## src/rtl/soc_pwr_seq_ctrl.sv

```systemverilog
// -----------------------------------------------------------------------------
// soc_pwr_seq_ctrl
//
// Power-sequencing controller for the switchable SoC domains. Per-domain
// sleep/wake level requests are arbitrated round-robin onto one shared
// sequencer. The sequencer drives isolation, retention save/restore and the
// power-switch enable of the granted domain. All outputs are registered and
// live on the always-on supply.
//
// Ports
//   upf_clk        in   clock
//   soc_reset      in   asynchronous active-low reset
//   soc_pd_req     in   [NUM_DOM] level request: 1 = want off, 0 = want on
//   soc_psw_ack    in   [NUM_DOM] power-switch feedback: 1 = supply good
//   soc_psw_en     out  [NUM_DOM] power-switch enable: 1 = powered
//   soc_iso_en     out  [NUM_DOM] isolation enable (clamp domain outputs)
//   soc_save       out  [NUM_DOM] one-cycle retention save pulse
//   soc_restore    out  [NUM_DOM] one-cycle retention restore pulse
//   soc_dom_on     out  [NUM_DOM] committed domain state: 1 = on
//   soc_pwr_busy   out  sequencer not idle
//   soc_cur_dom    out  granted domain index (valid while busy)
//   soc_pwr_err    out  [NUM_DOM] sticky power-switch ack timeout flags
//   soc_seq_state  out  sequencer state, for debug observation
//
// Request semantics: a domain is pending while its request disagrees with
// its committed state (soc_pd_req[i] == soc_dom_on[i]). Pending is sampled
// only while idle; once granted, a sequence runs to completion regardless
// of later request changes, and soc_dom_on is the commit point. The
// requester sees completion by watching soc_dom_on follow its request.
// NUM_DOM must be at least 2.
// -----------------------------------------------------------------------------
module soc_pwr_seq_ctrl #(
    parameter int NUM_DOM     = 4,
    parameter int ISO_SETUP   = 2,
    parameter int ACK_TIMEOUT = 16
) (
    input  logic                       upf_clk,
    input  logic                       soc_reset,
    input  logic [NUM_DOM-1:0]         soc_pd_req,
    input  logic [NUM_DOM-1:0]         soc_psw_ack,
    output logic [NUM_DOM-1:0]         soc_psw_en,
    output logic [NUM_DOM-1:0]         soc_iso_en,
    output logic [NUM_DOM-1:0]         soc_save,
    output logic [NUM_DOM-1:0]         soc_restore,
    output logic [NUM_DOM-1:0]         soc_dom_on,
    output logic                       soc_pwr_busy,
    output logic [$clog2(NUM_DOM)-1:0] soc_cur_dom,
    output logic [NUM_DOM-1:0]         soc_pwr_err,
    output logic [2:0]                 soc_seq_state
);

    localparam int DOM_W   = $clog2(NUM_DOM);
    localparam int CNT_MAX = (ACK_TIMEOUT > ISO_SETUP) ? ACK_TIMEOUT : ISO_SETUP;
    localparam int CNT_W   = $clog2(CNT_MAX + 1);

    localparam logic [CNT_W-1:0] ISO_LAST = CNT_W'(ISO_SETUP - 1);
    localparam logic [CNT_W-1:0] ACK_LAST = CNT_W'(ACK_TIMEOUT - 1);

    typedef enum logic [2:0] {
        S_IDLE    = 3'd0,
        S_ISO_ON  = 3'd1,
        S_SAVE    = 3'd2,
        S_PSW_OFF = 3'd3,
        S_PSW_ON  = 3'd4,
        S_RESTORE = 3'd5,
        S_ISO_OFF = 3'd6,
        S_DONE    = 3'd7
    } seq_state_t;

    seq_state_t         state;
    logic [CNT_W-1:0]   cnt;
    logic [DOM_W-1:0]   rr_ptr;
    logic [NUM_DOM-1:0] pending;
    logic               grant_vld;
    logic [DOM_W-1:0]   grant_idx;
    logic [DOM_W-1:0]   cand;
    logic               ack_cur;

    function automatic logic [DOM_W-1:0] wrap_inc(input logic [DOM_W-1:0] v);
        return (v == DOM_W'(NUM_DOM - 1)) ? '0 : v + 1'b1;
    endfunction

    assign pending       = ~(soc_pd_req ^ soc_dom_on);
    assign ack_cur       = soc_psw_ack[soc_cur_dom];
    assign soc_seq_state = state;

    // First pending domain at or after rr_ptr, scanning with wrap-around.
    always_comb begin
        grant_vld = 1'b0;
        grant_idx = '0;
        cand      = rr_ptr;
        for (int k = 0; k < NUM_DOM; k++) begin
            if (!grant_vld && pending[cand]) begin
                grant_vld = 1'b1;
                grant_idx = cand;
            end
            cand = wrap_inc(cand);
        end
    end

    always_ff @(posedge upf_clk or negedge soc_reset) begin
        if (!soc_reset) begin
            state        <= S_IDLE;
            cnt          <= '0;
            rr_ptr       <= '0;
            soc_psw_en   <= '1;
            soc_dom_on   <= '1;
            soc_iso_en   <= '0;
            soc_save     <= '0;
            soc_restore  <= '0;
            soc_pwr_err  <= '0;
            soc_pwr_busy <= 1'b0;
            soc_cur_dom  <= '0;
        end else begin
            // Save/restore are pulses: only the entering transition raises them.
            soc_save    <= '0;
            soc_restore <= '0;
            case (state)
                S_IDLE: begin
                    cnt <= '0;
                    if (grant_vld) begin
                        soc_cur_dom  <= grant_idx;
                        rr_ptr       <= wrap_inc(grant_idx);
                        soc_pwr_busy <= 1'b1;
                        // Direction is implied by the committed state: an on
                        // domain can only be pending for power-down.
                        if (soc_dom_on[grant_idx]) begin
                            state                 <= S_ISO_ON;
                            soc_iso_en[grant_idx] <= 1'b1;
                        end else begin
                            state                 <= S_PSW_ON;
                            soc_psw_en[grant_idx] <= 1'b1;
                        end
                    end
                end
                S_ISO_ON: begin
                    if (cnt == ISO_LAST) begin
                        state                 <= S_SAVE;
                        cnt                   <= '0;
                        soc_save[soc_cur_dom] <= 1'b1;
                    end else begin
                        cnt <= cnt + 1'b1;
                    end
                end
                S_SAVE: begin
                    state                   <= S_PSW_OFF;
                    cnt                     <= '0;
                    soc_psw_en[soc_cur_dom] <= 1'b0;
                end
                S_PSW_OFF: begin
                    // A timeout is flagged but the sequence still completes.
                    if (!ack_cur || cnt == ACK_LAST) begin
                        if (ack_cur) begin
                            soc_pwr_err[soc_cur_dom] <= 1'b1;
                        end
                        soc_dom_on[soc_cur_dom] <= 1'b0;
                        state                   <= S_DONE;
                        cnt                     <= '0;
                    end else begin
                        cnt <= cnt + 1'b1;
                    end
                end
                S_PSW_ON: begin
                    if (ack_cur || cnt == ACK_LAST) begin
                        if (!ack_cur) begin
                            soc_pwr_err[soc_cur_dom] <= 1'b1;
                        end
                        soc_restore[soc_cur_dom] <= 1'b1;
                        state                    <= S_RESTORE;
                        cnt                      <= '0;
                    end else begin
                        cnt <= cnt + 1'b1;
                    end
                end
                S_RESTORE: begin
                    state <= S_ISO_OFF;
                    cnt   <= '0;
                end
                S_ISO_OFF: begin
                    // Isolation is released together with the commit.
                    if (cnt == ISO_LAST) begin
                        soc_iso_en[soc_cur_dom] <= 1'b0;
                        soc_dom_on[soc_cur_dom] <= 1'b1;
                        state                   <= S_DONE;
                        cnt                     <= '0;
                    end else begin
                        cnt <= cnt + 1'b1;
                    end
                end
                S_DONE: begin
                    state        <= S_IDLE;
                    cnt          <= '0;
                    soc_pwr_busy <= 1'b0;
                end
                default: begin
                    state        <= S_IDLE;
                    cnt          <= '0;
                    soc_pwr_busy <= 1'b0;
                end
            endcase
        end
    end

endmodule

```

## config.mk

```make
export PLATFORM = sky130hd
export DESIGN_NAME = soc_pwr_seq_ctrl
export DESIGN_NICKNAME = d
export VERILOG_FILES = /design/src/rtl/soc_pwr_seq_ctrl.sv
export SDC_FILE = /design/constraint.sdc
export NUM_CORES = 1
export LEC_CHECK = 0
export BUFFER_PORTS_ARGS = -buffer_cell sky130_fd_sc_hd__buf_2
export CAP_MARGIN = 20
export CORE_MARGIN = 1.5
export CORE_UTILIZATION = 45
export DETAILED_ROUTE_END_ITERATION = 8
export PLACE_DENSITY = 0.64
export SLEW_MARGIN = 20
export SYNTH_ARGS = -nofsm -noshare
export SYNTH_HDL_FRONTEND = slang
export SYNTH_SLANG_ARGS = --single-unit
```

## constraint.sdc

```tcl
create_clock -name upf_clk -period 5.5 [get_ports upf_clk]
set_clock_uncertainty 0.15 [all_clocks]
set_input_delay 0 -clock upf_clk [delete_from_list [all_inputs] [get_ports upf_clk]]
set_output_delay 0 -clock upf_clk [all_outputs]
set_load 0.02 [all_outputs]
```

==> results of run 1 <==
==> report_power, final <==
group | leakage, nW | total (mW) | internal (mW) | switching (mW)
clock network | 0.0450 | 0.184 | 0.0877 | 0.0959
registers | 0.449 | 0.452 | 0.349 | 0.103
logic | 0.591 | 0.734 | 0.284 | 0.451
total | 1.08 | 1.37 | 0.720 | 0.649
==> final cells by class <==
class,instances,area (sq um)
clock inverters,2,10.0
repair buffers,41,213
multi-input cells,155,1040
clock buffers,6,72.6
fillers,397,2020
well taps,52,65.1
inverters,8,30.0
flip-flops and latches,37,936
==> repair_timing <==
action,4_1_cts,5_1_grt
endpoints found under the hold margin,29,0
hold buffers,1,0
gates resized for setup,0,0
==> worst max-delay path: stages (launching register included) <==
cell and delay (ns):
dfrtp_1 0.48, ha_1 0.25, nor2_1 0.51, mux4_2 0.45, o311ai_4 0.44, mux2i_1 0.13
mux2_4 0.36, o311a_1 0.35, a221o_1 0.26
==> logic make-up (layout without fill, tap and decap cells) <==
kind of cell | after synthesis | after routing | share of synthesized area [%]
and+or+nand+nor | 75 | 75 | 16.7
AOI/OAI and AO/OA | 53 | 53 | 18.4
DFF | 37 | 37 | 45.6
buffers and inverters | 18 | 57 | 3.72
xor gates and xnor gates | 10 | 10 | 4.27
muxes | 9 | 9 | 6.47
adders and majority gates | 8 | 8 | 4.88
==> cells in the mapped netlist, drive strengths merged, types with 3 or more instances <==
cell and number:
a21oi 12, nand3 7, a31oi 6, o21bai 4, ha 8, dfrtp 29, mux2i 5, a221o 4
inv 8, o311a 4, o21ai 12, xor2 5, nor2 26, nor2b 3, nand2b 4, clkbuf 8
nand2 24, xnor2 5, dfstp 8, mux4 3
==> worst max path at each step <==
stage              start  slack (ns)             to
6_report       rr_ptr[1]        2.01  soc_iso_en[3]
5_1_grt        rr_ptr[1]        1.81  soc_iso_en[1]
4_1_cts        rr_ptr[1]        2.03  soc_iso_en[3]
3_5_place_dp   rr_ptr[1]        2.05  soc_iso_en[1]
3_3_place_gp   rr_ptr[1]        2.13  soc_iso_en[2]
2_1_floorplan  rr_ptr[0]        2.39  soc_iso_en[0]
==> routing by layer <==
metal | routed length (um) | vias to the layer above | global-route usage, %
li1 | - | 823 | -
met1 | 2140 | 823 | 26.1
met2 | 2130 | 50 | 28.5
met3 | 246 | 10 | 5.77
met4 | 76 | 0 | 7.05
met5 | 0 | - | 0
==> results.sh, run 1 <==
export IMPL_final_common_cell="buf_2"
export IMPL_grt_start_max_net_pins=38
export IMPL_port_buffers=39
export IMPL_placement_cell_area_sq_um=2270
export IMPL_cts_tree="built"
export IMPL_cts_clk_slew_worst_paths_ns=0.07
export IMPL_synth_edf_count=0
export IMPL_hpwl_mm=3.35
export IMPL_gp_congestion=0.817
export IMPL_r2r_slack_ns=2.01
export IMPL_grt_pass1_wl_mm=7.29
export IMPL_antenna_cells=0
export IMPL_maxSlewHeadroom_pct=45.4
export IMPL_design_area_sq_um=2360
export IMPL_layout_common_cells="39 x buf_2, 29 x dfrtp_1, 26 x nor2_1, 23 x nand2_1"
export IMPL_grt_overflow_total=0
export IMPL_setup_tns_ns=0
export IMPL_pre_cts_ws_ns=2.05
export IMPL_ys_warn_count=0
export IMPL_syn_num_nets=228
export IMPL_fp_dieH_um=70.5
export IMPL_vias_per_cell=5.67
export IMPL_worst_r2r_path_depth=8
export IMPL_vias=1706
export IMPL_r2r_start="rr_ptr[1]"
export IMPL_slew_violations=0
export IMPL_power_per_cell_area_nw_per_um2=579
export IMPL_fin_crit_sh_pct=63.4
export IMPL_hold_path_class="input port to async pin"
export IMPL_nNetsFinal=266
export IMPL_period_minus_slack_ns=3.49
export IMPL_placedCellCount=292
export IMPL_clkSinkCount=37
export IMPL_hold_viol=0
export IMPL_arrival_ns=3.52
export IMPL_synth_flop_cell="dfrtp_1"
export IMPL_rsz0062_at_grt="false"
export IMPL_antenna_found_initial=0
export IMPL_grt_pass1_vias=1533
export IMPL_start_util_pct=46.8
export IMPL_p_leak_nw=1.08
export IMPL_ir_worst_vdd_mv=0.263
export IMPL_clock_latency_ns=0.30
export IMPL_drtPass1Iterations=4
export IMPL_synth_area_sq_um=2050
export IMPL_cp_max_fo=11
export IMPL_layout_drive_gt1_share_pct=25.7
export IMPL_fin_util_pct=53.9
export IMPL_yosys_top_cells_area="dfrtp_1 35%, dfstp_2 10%, ha_1 4.9%"
export IMPL_cp_start_kind="flop"
export IMPL_gr_usage_all_layers_pct=19.0
export IMPL_drtIter0Drc=153
export IMPL_setup_viol=0
export IMPL_total_power_mw=1.37
export IMPL_tightestPinTransition_ns=0.820
export IMPL_cts_buffer_depth=2
export IMPL_cts_root_buf="clkbuf_8"
export IMPL_synth_cells=210
export IMPL_worstPathRequired_ns=5.53
export IMPL_detail_route_antenna_nets=0
export IMPL_chipWidth_um=70.5
export IMPL_dieArea_sq_um=4970
export IMPL_setup_ws_ns=2.01
export IMPL_synth_avg_cell_area_sq_um=9.77
export IMPL_wirelength_mm=4.59
export IMPL_crit_type="flop to flop"
export IMPL_yosys_area_top_type_share_pct=35.4
export IMPL_r2r_end="soc_iso_en[3]"
export IMPL_wl_per_cell_um=15.2
export IMPL_io_pins=40
export IMPL_ys_types=43
export IMPL_ys_ff_latch=37
export IMPL_cts_setup_buffers=0
export IMPL_cts_buffers=5
export IMPL_drv_cap=0
export IMPL_std_cell_rows=24
export IMPL_finalNonFillerCells=301
export IMPL_area_delta_synth_final_pct=15.3
export IMPL_status="finished, final reports clean"
export IMPL_htree_num_levels=2
export IMPL_worst_setup_path_end_kind="flop"
export IMPL_yosysSeqAreaShare_pct=45.6
export IMPL_synth_area_leader_cell="dfrtp_1"
export IMPL_coreArea_sq_um=4380
export IMPL_holdWs_ns=0.186
export IMPL_fmax_mhz=287
export IMPL_drc_errors=0
export IMPL_ys_async_sr_fraction_pct=100
(Power assumes the default switching activity.)
==> run 2: changes to the inputs <==
- ABC_AREA: default -> 1
- PLACE_DENSITY: 0.64 -> 0.66
- clock period: 5.5 -> 3.17 ns (I/O delays scaled with it)
==> run 2 against run 1 <==
Against the previous run: via count up 17%; count of clock-buffer cells in the layout down 1; total power rose to 2.7 times the previous value; die area up 15%; worst hold slack worse by 0.059 ns; wire length up 14%; clock power rose to 2.7 times the previous value; cell count up 36%; sequential power up 74%; sequential share of layout area down 6.1 points; first-iteration DRC count down 34%; combinational power rose to 3.2 times the previous value; critical endpoint unchanged; largest cell class unchanged; highest routed layer unchanged.
==> results.sh, run 2 <==
export IMPL_ys_warn_count=0
export IMPL_gr_usage_all_layers_pct=20.2
export IMPL_crit_type="flop to flop"
export IMPL_cp_slowest_cell="dfrtp_1"
export IMPL_ys_types=34
export IMPL_ys_ff_latch=37
export IMPL_vias_per_cell=4.87
export IMPL_path_buf_inv=3
export IMPL_cts_resized=0
export IMPL_power_per_cell_area_nw_per_um2=1300
export IMPL_final_common_cell="nand2_1"
export IMPL_grt_overflow_total=0
export IMPL_slew_violations=0
export IMPL_crit_family="simple AND/OR/NAND/NOR gates"
export IMPL_hold_path_class="input port to flop"
export IMPL_setup_viol=0
export IMPL_drtPass1Iterations=4
export IMPL_cts_buffer_depth=2
export IMPL_cp_max_fo=6
export IMPL_wl_met1_mm=2.47
export IMPL_synthAdderAreaFrac_pct=4.23
export IMPL_ir_worst_vdd_mv=0.741
export IMPL_period_minus_slack_ns=2.73
export IMPL_fin_crit_sh_pct=86.2
export IMPL_synth_top_family_by_area="simple AND/OR/NAND/NOR gates"
export IMPL_synth_compound_area_share_pct=10.4
export IMPL_layout_common_cells="69 x nand2_1, 39 x buf_2, 36 x inv_1, 29 x dfrtp_1, 28 x nand3_1"
export IMPL_cp_start_kind="flop"
export IMPL_wl_per_cell_um=12.8
export IMPL_layout_drive_gt1_share_pct=29.2
export IMPL_wirelength_mm=5.23
export IMPL_yosys_area_share_simple_pct=38.5
export IMPL_area_delta_synth_final_pct=18.2
export IMPL_gp_congestion=0.905
export IMPL_port_buffers=39
export IMPL_hpwl_mm=4.05
export IMPL_htree_num_levels=2
export IMPL_synth_avg_cell_area_sq_um=8.14
export IMPL_coreArea_sq_um=5070
export IMPL_ys_async_sr_fraction_pct=100
export IMPL_yosys_top_cells_area="dfrtp_1 31%, nand2_1 11%, dfstp_2 8.9%"
export IMPL_setup_ws_ns=0.437
export IMPL_drc_errors=0
export IMPL_arrival_ns=2.77
export IMPL_synthXorXnorAreaFrac_pct=0.370
export IMPL_cts_buffers=5
export IMPL_std_cell_rows=26
export IMPL_synth_edf_count=0
export IMPL_worstPathRequired_ns=3.20
export IMPL_yosysMostFrequentCell="nand2_1"
export IMPL_synthMuxAreaShare_pct=0
export IMPL_setup_tns_ns=0
export IMPL_io_pins=40
export IMPL_path_depth=15
export IMPL_fmax_mhz=366
export IMPL_grt_pass1_wl_mm=8.57
export IMPL_drv_cap=0
export IMPL_hold_depth=6
export IMPL_vias=1992
export IMPL_total_power_mw=3.64
export IMPL_clock_latency_ns=0.29
export IMPL_met2WireLength_mm=2.57
export IMPL_clkSinkCount=37
export IMPL_yosysSeqAreaShare_pct=39.5
export IMPL_num_fill_cells=507
export IMPL_tightestPinTransition_ns=0.808
export IMPL_maxSlewHeadroom_pct=46.1
export IMPL_hp_start="soc_psw_ack[2]"
export IMPL_pre_cts_ws_ns=0.457
export IMPL_fp_dieH_um=75.6
export IMPL_antenna_found_initial=0
export IMPL_drtIter0Drc=101
export IMPL_hold_end="soc_pwr_err[2]"
export IMPL_cts_tree="built"
export IMPL_cpPeakStageDelay_ns=0.47
export IMPL_grt_start_max_net_pins=38
export IMPL_wl_met3_um=140
export IMPL_grt_pass1_vias=1808
export IMPL_nNetsFinal=356
export IMPL_r2r_start="rr_ptr[0]"
export IMPL_worst_setup_path_end_kind="flop"
export IMPL_crit_chain="ha_1 -> inv_1 -> nor2_2 -> nor2_2 -> a21oi_4 -> inv_2 -> nand3_1 -> nand3_2 -> nand2_4 -> inv_2 -> ha_1 -> o21ai_0 -> nand2_1 -> nand4_1 -> nand2_1"
export IMPL_cts_clk_slew_worst_paths_ns=0.08
export IMPL_synth_flop_cell="dfrtp_1"
export IMPL_detail_route_antenna_nets=0
export IMPL_chipWidth_um=75.6
export IMPL_r2r_end="soc_iso_en[3]"
export IMPL_status="finished, final reports clean"
export IMPL_rsz0062_at_grt="false"
export IMPL_cts_setup_buffers=0
export IMPL_synth_cells=291
export IMPL_fin_util_pct=55.2
export IMPL_netlist_top_cells_count="69 x nand2_1, 36 x inv_1, 29 x dfrtp_1, 28 x nand3_1, 27 x nor2_1"
export IMPL_top_layer="met4"
export IMPL_hold_viol=0
export IMPL_synth_area_sq_um=2370
export IMPL_syn_num_nets=309
export IMPL_r2r_slack_ns=0.44
export IMPL_worst_r2r_path_depth=15
export IMPL_synth_area_leader_cell="dfrtp_1"
export IMPL_dieArea_sq_um=5710
export IMPL_yosys_area_top_type_share_pct=30.6
export IMPL_p_leak_nw=1.49
export IMPL_antenna_cells=0
export IMPL_cts_root_buf="clkbuf_8"
export IMPL_start_util_pct=46.7
[run 2: cell types whose count changed after synthesis, moves of 8 or more]
cell	change
nand2_1	+46
nand2_4	+8
nand3_2	+8
a21oi_1	-11
inv_1	+29
o21ai_0	+8
nand3_1	+21
clkbuf_1	-8
[run 2: cells by family (layout without fill, tap and decap cells)]
family | after synthesis | count (layout)
simple gates | 165 | 165
buf+inv | 43 | 91
compound gates | 37 | 37
flops | 37 | 37
fa+ha+maj | 8 | 8
xor+xnor | 1 | 1
[run 2: what timing repair did]
item / CTS / global route
hold buffers: 1 / 0
hold endpoints to repair: 29 / 0
setup endpoints to repair: 0 / 0
[run 2: worst max-delay path by stage]
stage,start,to,slack [ns]
final,rr_ptr[0],soc_iso_en[3],0.44
after floorplan,rr_ptr[0],soc_iso_en[3],0.71
after detailed placement,rr_ptr[0],soc_iso_en[3],0.46
after CTS,rr_ptr[0],soc_iso_en[3],0.44
after global routing,rr_ptr[0],soc_psw_en[2],0.23
after global placement,rr_ptr[0],soc_iso_en[3],0.49
[run 2: layer usage]
metal  up-vias  GRT usage [%]
met1       911           27.1
met2        36           33.9
met5         -              0
li1       1038              -
met4         0           4.76
met3         7           3.97
[run 2: report_power, final]
group | switching [mW] | total, mW | internal (mW)
Clock | 0.182 | 0.499 | 0.317
Sequential | 0.141 | 0.787 | 0.646
Combinational | 1.59 | 2.36 | 0.765
[run 2: through the flow]
| step | instances | hold slack, ns | cell area [sq um] |
|---|---|---|---|
| 2_1_floorplan | 291 | -0.446 | 2370 |
| 3_3_place_gp | 400 | 0.00184 | 2650 |
| 3_5_place_dp | 400 | 0.00151 | 2650 |
| 4_1_cts | 409 | 0.135 | 2800 |
| 5_1_grt | 409 | 0.199 | 2800 |
| 6_report | 409 | 0.127 | 2800 |
[run 2: cell type report]
type | count | area, sq um | area share (%)
tap | 70 | 87.6 | 3.13
timing repair buffer | 41 | 213 | 7.60
clock inverter | 3 | 68.8 | 2.46
sequential | 37 | 936 | 33.4
multi-input combinational | 211 | 1260 | 45.2
inverter | 42 | 160 | 5.72
clock buffer | 5 | 68.8 | 2.46
[run 2: worst register-to-register path, stage by stage (launching register included)]
cell     delay [ns]
dfrtp_1        0.47
ha_1           0.42
inv_1          0.13
nor2_2         0.17
nor2_2         0.07
a21oi_4        0.20
inv_2          0.08
nand3_1        0.09
nand3_2        0.09
nand2_4        0.10
inv_2          0.07
ha_1           0.22
o21ai_0        0.16
nand2_1        0.07
nand4_1        0.09
nand2_1        0.06
==> run 3: changes to the inputs <==
- CORE_UTILIZATION: 45 -> 30
- PLACE_DENSITY: 0.66 -> 0.47
==> run 3 against run 2 <==
Against the previous run: core utilization fell by 18 points; design area rose by 0.80%; non-clock buffer count did not move; sequential share of layout area fell by 0.27 points; highest routed layer unchanged; critical path type unchanged; worst hold slack improved by 0.0096 ns; critical path depth did not move; setup slack got worse by 0.021 ns; flip-flop and latch count did not move; count of clock-buffer cells in the layout rose by 1; fmax fell by 0.76%.
==> results.sh, run 3 (same netlist as run 2, synthesis figures left out) <==
export IMPL_status="finished, final reports clean"
export IMPL_antenna_found_initial=0
export IMPL_grt_overflow_total=0
export IMPL_gr_usage_all_layers_pct=14.5
export IMPL_maxSlewHeadroom_pct=44.6
export IMPL_grt_pass1_wl_mm=9.71
export IMPL_final_common_cell="nand2_1"
export IMPL_fp_dieH_um=91.9
export IMPL_tightestPinTransition_ns=0.831
export IMPL_clkSinkCount=37
export IMPL_area_delta_synth_final_pct=19.1
export IMPL_setup_viol=0
export IMPL_holdWs_ns=0.137
export IMPL_drtIter0Drc=58
export IMPL_num_fill_cells=839
export IMPL_total_power_mw=3.60
export IMPL_io_pins=40
export IMPL_chipWidth_um=91.9
export IMPL_worst_r2r_path_depth=15
export IMPL_r2r_start="rr_ptr[0]"
export IMPL_htree_num_levels=2
export IMPL_arrival_ns=2.79
export IMPL_hold_depth=7
export IMPL_worstPathRequired_ns=3.20
export IMPL_clock_latency_ns=0.29
export IMPL_hpwl_mm=4.54
export IMPL_fmax_mhz=363
export IMPL_cts_resized=0
export IMPL_coreArea_sq_um=7690
export IMPL_grt_pass1_vias=1910
export IMPL_wl_per_cell_um=13.0
export IMPL_cp_start_kind="flop"
export IMPL_multi_input_area_sq_um=1260
export IMPL_worst_setup_path_end_kind="flop"
export IMPL_ir_worst_vdd_mv=0.370
export IMPL_regArea_sq_um=936
export IMPL_gp_congestion=0.820
export IMPL_wirelength_mm=5.75
export IMPL_vias=2022
export IMPL_rsz0062_at_grt="false"
export IMPL_cts_buffer_depth=2
export IMPL_start_util_pct=30.8
export IMPL_drc_errors=0
export IMPL_r2r_end="soc_iso_en[3]"
export IMPL_cts_buffers=5
export IMPL_path_buf_inv=3
export IMPL_crit_family="simple AND/OR/NAND/NOR gates"
export IMPL_layout_drive_gt1_share_pct=29.2
export IMPL_fin_crit_sh_pct=86.9
export IMPL_antenna_cells=0
export IMPL_cp_slowest_cell="dfrtp_1"
export IMPL_cts_clk_slew_worst_paths_ns=0.08
export IMPL_nNetsFinal=356
export IMPL_port_buffers=39
export IMPL_layout_common_cells="69 x nand2_1, 39 x buf_2, 36 x inv_1, 29 x dfrtp_1, 28 x nand3_1"
export IMPL_cpPeakStageDelay_ns=0.48
export IMPL_detail_route_antenna_nets=0
export IMPL_hold_viol=0
export IMPL_cts_tree="built"
export IMPL_drtPass1Iterations=5
export IMPL_period_minus_slack_ns=2.75
export IMPL_crit_type="flop to flop"
export IMPL_cp_max_fo=6
export IMPL_hp_start="soc_psw_ack[0]"
export IMPL_hold_end="soc_restore[2]"
export IMPL_vias_per_cell=4.59
export IMPL_crit_start="rr_ptr[0]"
export IMPL_power_per_cell_area_nw_per_um2=1280
export IMPL_p_leak_nw=1.48
export IMPL_grt_start_max_net_pins=38
export IMPL_setup_tns_ns=0
export IMPL_drv_cap=0
export IMPL_hold_path_class="input port to flop"
export IMPL_crit_chain="ha_1 -> inv_1 -> nor2_2 -> nor2_2 -> a21oi_4 -> inv_2 -> nand3_1 -> nand3_2 -> nand2_4 -> inv_2 -> ha_1 -> o21ai_0 -> nand2_1 -> nand4_1 -> nand2_1"
export IMPL_dieArea_sq_um=8440
export IMPL_std_cell_rows=32
export IMPL_cts_root_buf="clkbuf_8"
export IMPL_r2r_slack_ns=0.42
export IMPL_slew_violations=0
run 3: cell types whose count changed in the layout (fill, tap and decap cells not counted), sizes merged:
cell | previous run | this run
clkinvlp | 0 | 1
bufinv | 2 | 1
clkbuf | 5 | 6
inv | 43 | 42
run 3: worst max path at each step:
stage / endpoint / cells past startpoint / slack, ns
floorplan: soc_iso_en[3] / 15 / 0.71
global placement: soc_iso_en[2] / 14 / 0.51
detailed placement: soc_iso_en[2] / 15 / 0.43
CTS: soc_iso_en[2] / 15 / 0.40
global route: soc_iso_en[3] / 15 / 0.21
finish: soc_iso_en[3] / 15 / 0.42
run 3: per-layer routing:
layer / routed length [um] / share of wire, % / vias up / track usage, %
met3: 201 / 3.5 / 9 / 2.57
li1: - / - / 1042 / -
met1: 2930 / 51 / 925 / 21.9
met4: 68 / 1.2 / 0 / 3.08
met2: 2550 / 44 / 46 / 21.5
met5: 0 / 0 / - / 0
run 3: metrics by stage:
stage / setup WS [ns] / std cells / area, sq um / utilization (%)
after floorplan: 0.713 / 291 / 2370 / -
after global placement: 0.509 / 432 / 2690 / 35.0
after detailed placement: 0.428 / 432 / 2690 / 35.0
after CTS: 0.402 / 441 / 2820 / 36.7
after global routing: 0.206 / 441 / 2820 / 36.7
final: 0.416 / 441 / 2820 / 36.7
run 3: what timing repair did:
action                    CTS  global route
hold endpoints to repair   29             0
buffers inserted            0             0
hold buffers                1             0
run 3: worst min-delay path, cell delays in order:
cell and delay [ns]:
buf_2 0.08, nand2_1 0.04, nand3_1 0.12, nor2_1 0.05, inv_1 0.12, nand3_1 0.08
inv_1 0.05
run 3: area by class of cell:
type	instances	share of cell area, %
inverter	42	5.68
timing repair buffer	41	7.54
clock inverter	2	1.33
sequential	37	33.2
multi-input combinational	211	44.8
clock buffer	6	2.93
tap	102	4.52
run 3: power by group:
group | leakage (nW) | switching, mW | internal [mW]
registers | 0.467 | 0.148 | 0.647
clock network | 0.0574 | 0.175 | 0.256
logic | 0.957 | 1.61 | 0.768
total | 1.48 | 1.93 | 1.67
